### src/rtl/osc_pkg.sv
// Shared types and constants for the triggered ADC capture streamer.
package osc_pkg;

  typedef enum logic [2:0] {
    ST_IDLE = 3'd0,
    ST_PRE  = 3'd1,
    ST_WAIT = 3'd2,
    ST_POST = 3'd3,
    ST_SEND = 3'd4
  } state_t;

  localparam logic [7:0] FRAME_HDR    = 8'hA5;
  localparam logic       TRIG_RISING  = 1'b0;
  localparam logic       TRIG_FALLING = 1'b1;

  // Crossing test on zero-extended samples; prev/cur compared unsigned.
  function automatic logic trig_hit(input logic [15:0] prev,
                                    input logic [15:0] cur,
                                    input logic [15:0] lvl,
                                    input logic        falling);
    if (falling == TRIG_FALLING)
      return (prev > lvl) && (cur <= lvl);
    else
      return (prev < lvl) && (cur >= lvl);
  endfunction

endpackage

### src/rtl/sample_ram.sv
// Simple dual-port sample buffer: one write port, registered read port.
module sample_ram #(
  parameter int ADC_WIDTH = 8,
  parameter int DEPTH     = 256,
  parameter int AW        = $clog2(DEPTH)
) (
  input  logic                 i_clk,
  input  logic                 i_we,
  input  logic [AW-1:0]        i_waddr,
  input  logic [ADC_WIDTH-1:0] i_wdata,
  input  logic [AW-1:0]        i_raddr,
  output logic [ADC_WIDTH-1:0] o_rdata
);

  logic [ADC_WIDTH-1:0] r_mem [DEPTH];
  logic [ADC_WIDTH-1:0] r_rdata;

  // Write port and one-cycle-latency read; no reset so it maps to block RAM.
  always_ff @(posedge i_clk) begin
    if (i_we)
      r_mem[i_waddr] <= i_wdata;
    r_rdata <= r_mem[i_raddr];
  end

  assign o_rdata = r_rdata;

endmodule

### src/rtl/adc_capture_streamer.sv
// Triggered capture engine: samples the ADC into a circular buffer, waits
// for a trigger, then streams header + frame bytes to the UART.
//
// state | meaning
// IDLE  | not armed, waiting for start
// PRE   | filling the pre-trigger window
// WAIT  | sampling continuously, looking for a trigger
// POST  | capturing the samples after the trigger sample
// SEND  | streaming header and frame bytes to the UART
module adc_capture_streamer
  import osc_pkg::*;
#(
  parameter int ADC_WIDTH    = 8,
  parameter int DEPTH        = 256,
  parameter int PRE_TRIG     = 64,
  parameter int SAMPLE_DIV   = 27,
  parameter int AUTO_TIMEOUT = 100000,
  parameter int BYTE_GAP     = 2600
) (
  input  logic                 i_clk,
  input  logic                 i_rst_n,
  input  logic [ADC_WIDTH-1:0] i_adc_in,
  input  logic                 i_start,
  input  logic                 i_continuous,
  input  logic                 i_auto_mode,
  input  logic [ADC_WIDTH-1:0] i_trig_level,
  input  logic                 i_trig_falling,
  input  logic                 i_tx_busy,
  output logic [7:0]           o_tx_data,
  output logic                 o_tx_send_n,
  output logic                 o_busy,
  output logic                 o_triggered
);

  localparam int AW     = $clog2(DEPTH);
  localparam int DIV_W  = (SAMPLE_DIV > 1) ? $clog2(SAMPLE_DIV) : 1;
  localparam int TO_W   = $clog2(AUTO_TIMEOUT + 1) + 1;
  localparam int GAP_W  = $clog2(BYTE_GAP + 1) + 1;
  localparam int BIDX_W = AW + 2;
  localparam int NBYTES = (ADC_WIDTH > 8) ? 2 * DEPTH : DEPTH;
  localparam int POST_N = DEPTH - PRE_TRIG - 1;

  state_t r_state, w_next;

  logic [DIV_W-1:0]     r_div;
  logic [AW-1:0]        r_wr_ptr;
  logic [AW-1:0]        r_start_ptr;
  logic [AW:0]          r_pre_cnt;
  logic [AW:0]          r_post_cnt;
  logic [TO_W-1:0]      r_to_cnt;
  logic [ADC_WIDTH-1:0] r_prev;
  logic                 r_prev_vld;
  logic                 r_triggered;
  logic [GAP_W-1:0]     r_gap;
  logic [BIDX_W-1:0]    r_byte_idx;
  logic                 r_rd_ok;
  logic [7:0]           r_tx_data;
  logic                 r_send_n;

  logic                 w_tick;
  logic                 w_capture;
  logic                 w_edge_hit;
  logic                 w_to_hit;
  logic                 w_trig;
  logic                 w_pre_done;
  logic                 w_post_done;
  logic                 w_issue;
  logic                 w_last;
  logic                 w_enter_pre;
  logic [BIDX_W-1:0]    w_bm1;
  logic [AW-1:0]        w_samp_idx;
  logic [AW-1:0]        w_raddr;
  logic [ADC_WIDTH-1:0] w_rdata;
  logic [15:0]          w_s16;
  logic [7:0]           w_byte;

  assign w_tick      = (r_div == DIV_W'(SAMPLE_DIV - 1));
  assign w_capture   = w_tick && ((r_state == ST_PRE) || (r_state == ST_WAIT) ||
                                  (r_state == ST_POST));
  assign w_edge_hit  = r_prev_vld && trig_hit(16'(r_prev), 16'(i_adc_in),
                                              16'(i_trig_level), i_trig_falling);
  assign w_to_hit    = i_auto_mode && ((32'(r_to_cnt) + 32'd1) >= 32'(AUTO_TIMEOUT));
  assign w_trig      = (r_state == ST_WAIT) && w_tick && (w_edge_hit || w_to_hit);
  assign w_pre_done  = (PRE_TRIG == 0) || (w_tick && (32'(r_pre_cnt) == 32'(PRE_TRIG - 1)));
  assign w_post_done = (POST_N == 0) || (w_tick && (32'(r_post_cnt) == 32'(POST_N - 1)));
  assign w_issue     = (r_state == ST_SEND) && r_rd_ok && !i_tx_busy &&
                       (r_gap >= GAP_W'(BYTE_GAP));
  assign w_last      = w_issue && (32'(r_byte_idx) == 32'(NBYTES));
  assign w_enter_pre = (w_next == ST_PRE) && (r_state != ST_PRE);

  // Byte 0 is the header; wide samples occupy two consecutive bytes.
  assign w_bm1      = r_byte_idx - BIDX_W'(1);
  assign w_samp_idx = (ADC_WIDTH > 8) ? AW'(w_bm1 >> 1) : AW'(w_bm1);
  assign w_raddr    = r_start_ptr + w_samp_idx;
  assign w_s16      = 16'(w_rdata);

  // Select the byte for the current frame position.
  always_comb begin
    w_byte = FRAME_HDR;
    if (r_byte_idx != '0) begin
      if ((ADC_WIDTH > 8) && !w_bm1[0])
        w_byte = w_s16[15:8];
      else
        w_byte = w_s16[7:0];
    end
  end

  sample_ram #(
    .ADC_WIDTH (ADC_WIDTH),
    .DEPTH     (DEPTH),
    .AW        (AW)
  ) u_ram (
    .i_clk   (i_clk),
    .i_we    (w_capture),
    .i_waddr (r_wr_ptr),
    .i_wdata (i_adc_in),
    .i_raddr (w_raddr),
    .o_rdata (w_rdata)
  );

  // Free-running sample-rate divider.
  always_ff @(posedge i_clk) begin
    if (!i_rst_n)
      r_div <= '0;
    else if (w_tick)
      r_div <= '0;
    else
      r_div <= r_div + DIV_W'(1);
  end

  // FSM state register.
  always_ff @(posedge i_clk) begin
    if (!i_rst_n)
      r_state <= ST_IDLE;
    else
      r_state <= w_next;
  end

  // FSM next-state logic.
  always_comb begin
    w_next = r_state;
    case (r_state)
      ST_IDLE: if (i_start)     w_next = ST_PRE;
      ST_PRE:  if (w_pre_done)  w_next = ST_WAIT;
      ST_WAIT: if (w_trig)      w_next = ST_POST;
      ST_POST: if (w_post_done) w_next = ST_SEND;
      ST_SEND: if (w_last)      w_next = i_continuous ? ST_PRE : ST_IDLE;
      default:                  w_next = ST_IDLE;
    endcase
  end

  // FSM outputs.
  always_comb begin
    o_busy = (r_state != ST_IDLE);
  end

  // Capture counters, trigger bookkeeping and the byte pacer.
  always_ff @(posedge i_clk) begin
    if (!i_rst_n) begin
      r_wr_ptr    <= '0;
      r_start_ptr <= '0;
      r_pre_cnt   <= '0;
      r_post_cnt  <= '0;
      r_to_cnt    <= '0;
      r_prev      <= '0;
      r_prev_vld  <= 1'b0;
      r_triggered <= 1'b0;
      r_gap       <= GAP_W'(BYTE_GAP);
      r_byte_idx  <= '0;
      r_rd_ok     <= 1'b0;
      r_tx_data   <= 8'h00;
      r_send_n    <= 1'b1;
    end else begin
      if (w_capture) begin
        r_wr_ptr <= r_wr_ptr + AW'(1);
        r_prev   <= i_adc_in;
      end
      if ((r_state == ST_PRE) && w_tick)
        r_pre_cnt <= r_pre_cnt + (AW+1)'(1);
      if ((r_state == ST_POST) && w_tick)
        r_post_cnt <= r_post_cnt + (AW+1)'(1);
      if ((r_state == ST_WAIT) && w_tick) begin
        r_prev_vld <= 1'b1;
        if (32'(r_to_cnt) < 32'(AUTO_TIMEOUT))
          r_to_cnt <= r_to_cnt + TO_W'(1);
      end
      if (w_enter_pre) begin
        r_wr_ptr   <= '0;
        r_pre_cnt  <= '0;
        r_post_cnt <= '0;
        r_to_cnt   <= '0;
        r_prev_vld <= 1'b0;
      end
      if (w_trig) begin
        r_triggered <= 1'b1;
        r_start_ptr <= r_wr_ptr - AW'(PRE_TRIG);
      end

      // RAM data is valid one cycle after the read address settles.
      r_send_n <= !w_issue;
      r_rd_ok  <= (r_state == ST_SEND) && !w_issue;
      if (w_issue) begin
        r_tx_data <= w_byte;
        r_gap     <= '0;
      end else if (r_gap < GAP_W'(BYTE_GAP)) begin
        r_gap <= r_gap + GAP_W'(1);
      end
      if ((r_state != ST_SEND) || w_last)
        r_byte_idx <= '0;
      else if (w_issue)
        r_byte_idx <= r_byte_idx + BIDX_W'(1);
      if (w_last)
        r_triggered <= 1'b0;
    end
  end

  assign o_tx_data   = r_tx_data;
  assign o_tx_send_n = r_send_n;
  assign o_triggered = r_triggered;

endmodule

### config.mk
export PLATFORM = sky130hd
export DESIGN_NAME = adc_capture_streamer
export DESIGN_NICKNAME = d
export VERILOG_FILES = /design/src/rtl/osc_pkg.sv /design/src/rtl/sample_ram.sv /design/src/rtl/adc_capture_streamer.sv
export SDC_FILE = /design/constraint.sdc
export NUM_CORES = 2
export LEC_CHECK = 0
export ABC_AREA = 1
export ABC_CLOCK_PERIOD_IN_PS = 4700
export CORE_ASPECT_RATIO = 2
export CORE_UTILIZATION = 57
export CTS_CLUSTER_DIAMETER = 100
export DETAILED_ROUTE_END_ITERATION = 10
export PLACE_DENSITY = 0.74
export SKIP_LAST_GASP = 1
export SYNTH_ARGS = -nofsm -noshare
export SYNTH_HDL_FRONTEND = slang
export SYNTH_SLANG_ARGS = --single-unit
### constraint.sdc
create_clock -name i_clk -period 4.7 [get_ports i_clk]
set_clock_uncertainty 0.2 [all_clocks]
set_input_delay 0.47 -clock i_clk [delete_from_list [all_inputs] [get_ports i_clk]]
set_output_delay 0.47 -clock i_clk [all_outputs]
set_load 0.01 [all_outputs]
==> flow_summary_export.csv <==
group,metric,value,unit
finish,seq_area,0.0637,mm^2
routing,drt_wl_total,243,mm
global_route,met3_usage,0.0493,
clock_network,post_cts.repair.setup_buffers,0,
floorplanning,die_w,279,um
timing,setup_tns,0,ns
floorplanning,rows,203,
logic_synthesis,yosys.area.top_type_share,0.702,
finish,multiInputGateArea,0.0213,mm^2
timing,slew_headroom,0.0934,
timing,fmax,238,MHz
floorplanning,core_area,0.153,mm^2
logic_synthesis,yosysSeqAreaShare,0.728,
floorplanning,start_util,0.574,
timing,setup_viol,0,
critical_path,crit_path_start,"r_byte_idx[1]",
critical_path,crit_chain,"inv_1 > ha_1 > inv_1 > ha_4 > fa_4 > buf_12 > nand2_1 > nand3_1 > nand3_1 > nand2_1 > nand2_1 > nand3_1 > nand3_1 > nand2_1",
global_route,grt_usage,0.309,
floorplanning,dieArea,0.155,mm^2
timing,hold_viol,0,
logic_synthesis,synth.most_common_cell,"edfxtp_1",
critical_path,end_kind,"flip-flop",
placed_design,dp.cells,8986,
timing,tightest_slew,1.36,ns
global_route,grtUsageMet1,0.337,
routing,wl_per_cell,26.0,um
routing,firstDrtPassIters,9,
timing,post-route-period-util,0.895,
global_route,grt_antenna_before_repair,6,
global_route,grt_overflow,0,
placed_design,place_congestion,0.932,
power,p_leak,0.0314,uW
placed_design,port_buffers,33,
clock_network,clkLatencyLatePin,0.80,ns
global_route,use_met2,0.528,
logic_synthesis,ys_ff_latch,2159,
finish,finalNetCount,7196,
placed_design,place_area,0.0901,mm^2
critical_path,cp.buffers_inverters,3,
logic_synthesis,synth_ff_type,"edfxtp_1",
timing,rsz0062_at_grt,"no",
timing,fin_crit,4.21,ns
routing,viasPerCell,6.36,
routing,drt_iter0_drc,7024,
logic_synthesis,yosysUniqueCellTypes,55,
clock_network,path_clk_slew,0.07,ns
critical_path,critical_path_class,"flip-flop to flip-flop",
critical_path,cp.required,5.28,ns
finish,fillers,11200,
global_route,grt_max_degree,191,
status,run_status,"finished, final reports clean",
power,p_per_area,382,mW/mm^2
hold_path,hold_class,"input port to flip-flop",
floorplanning,io_pins,34,
logic_synthesis,synth_area_leaders,"edfxtp_1 (70%), nor2_1 (6.1%), o21ai_0 (6.1%)",
logic_synthesis,synth.yosys.warnings,0,
routing,vias,59300,
timing,slew_viol_final,0,
finish,fin_cells,9320,
finish,finalInstanceArea,0.0960,mm^2
timing,hold_slack,0.219,ns
finish,syn2layout_area_growth,9.60,%
logic_synthesis,synth_nets,7340,
clock_network,cts_tree,"built",
critical_path,critPathMaxFanout,103,
flow_run,cap_violations,0,
global_route,grt_pass1_wl,355,mm
critical_path,cp.arrival,4.78,ns
logic_synthesis,netlist_area,0.0876,mm^2
critical_path,crit_slowest_cell,"fa_4",
global_route,busiest_layer,"met2",
clock_network,root_buffer,"clkbuf_16",
clock_network,cts_buffers,178,
logic_synthesis,avgSynthCellArea,12.0,um^2
routing,final_antenna_net_count,0,
logic_synthesis,syn_inst,7268,
critical_path,start_kind,"flip-flop",
clock_network,cts.sinks,2159,
critical_path,critPathTopFamily,"simple AND/OR/NAND/NOR gates",
logic_synthesis,synth-edff-count,2048,
clock_network,cts_max_level,4,
power,max-vdd-ir-drop,0.000442,V
critical_path,cpPeakStageDelay,0.94,ns
logic_synthesis,synthTopCellsByCount,"edfxtp_1 (2048), nor2_1 (1419), o21ai_0 (1062), nand2_1 (864), o22ai_1 (433)",
routing,drc,0,
placed_design,dp_hpwl,146,mm
global_route,grt_pass1_vias,58000,
logic_synthesis,yosysTopAreaCell,"edfxtp_1",
logic_synthesis,async_flop_share,0,
clock_network,clk_path_buf_depth,4,
hold_path,min_from,"i_rst_n",
critical_path,reg2reg_from,"r_byte_idx[1]",
finish,layout-drive-gt1-share,0.0640,
floorplanning,die_height,556,um
[cell families (layout without fill, tap and decap cells)]
family | count (synthesis) | in the layout | share of synthesized area
xor+xnor | 34 | 34 | 0.00370
buf+inv | 624 | 617 | 0.0302
other cells | 0 | 9 | 0
fa+ha+maj | 49 | 49 | 0.00709
compound gates | 1673 | 1673 | 0.106
simple gates | 2729 | 2729 | 0.125
flops | 2159 | 2159 | 0.728
[layout by cell type, fill, tap and decap left out, types with 7 or more instances in the layout]
cell and n:
o21ai_1 8, nand2_2 20, xor2_1 19, inv_1 118, nand2_1 847, nand4_1 13
o22ai_1 433, diode_2 9, buf_4 82, clkinvlp_4 14, nor2_1 1419, xnor2_1 11
edfxtp_1 2048, dlygate4sd3_1 8, nor3_1 11, buf_12 48, a21oi_1 59, clkbuf_1 24
buf_8 8, o21ai_0 1062, clkinv_2 33, o221ai_1 76, nand3_1 383, or2_1 7
clkdlybuf4s50_1 25, ha_1 46, o211ai_1 15, inv_2 7, clkinv_1 33, clkbuf_16 183
bufinv_16 22, dfxtp_1 111
[tightest hold or removal path, cell delays in order]
cell and delay (ns):
clkdlybuf4s50_1 0.39, buf_4 0.22, nand3_1 0.11
[per-stage QoR]
stage	power, uW	worst slack, ns	util
2_1_floorplan	21600	1.74	-
3_3_place_gp	22000	0.627	0.590
3_5_place_dp	22000	0.621	0.590
4_1_cts	36700	0.632	0.629
5_1_grt	37300	0.408	0.629
6_report	36700	0.494	0.629
[flip-flops by register name, indices dropped and copies added, names as in the netlist]
name	count
r_div	5
u_ram.r_mem	2048
r_prev_vld	1
o_tx_send_n	1
o_triggered	1
r_byte_idx	10
u_ram.o_rdata	8
r_post_cnt	9
r_rd_ok	1
r_to_cnt	18
r_gap	13
r_state	3
o_tx_data	8
r_wr_ptr	8
r_prev	8
r_pre_cnt	9
r_start_ptr	8
[power by group]
group,switching [uW],internal [uW],total [uW]
Clock,6750,8360,15100
Sequential,27.0,21000,21100
Combinational,435,91.3,526
[cell type report]
cell class,instances,share of cell area
Multi-Input combinational cell,4485,0.222
Clock buffer,208,0.0488
Tap cell,2050,0.0267
Clock inverter,109,0.0116
Timing Repair Buffer,171,0.0211
Sequential cell,2159,0.664
Antenna cell,9,0.000235
Inverter,129,0.00531
[timing repair]
item	in CTS	in global routing
hold endpoints to repair	352	0
hold buffers	8	0
gates resized for setup	0	0
[worst paths after layout]
| kind | end | slack, ns | cells after the start |
|---|---|---|---|
| worst min-delay path | r_gap[3] | 0.22 | 3 |
| worst max register to register | u_ram.o_rdata[7] | 0.49 | 14 |
| worst max-delay path | u_ram.o_rdata[7] | 0.49 | 14 |
| worst min register to register | o_triggered | 0.26 | 2 |
[routing by layer]
layer / share of wire / up-vias
li1: - / 26000
met1: 0.32 / 28800
met2: 0.50 / 3500
met3: 0.084 / 975
met4: 0.093 / 4
met5: 0.000095 / -
No activity file was read; power rests on OpenSTA's default activity.
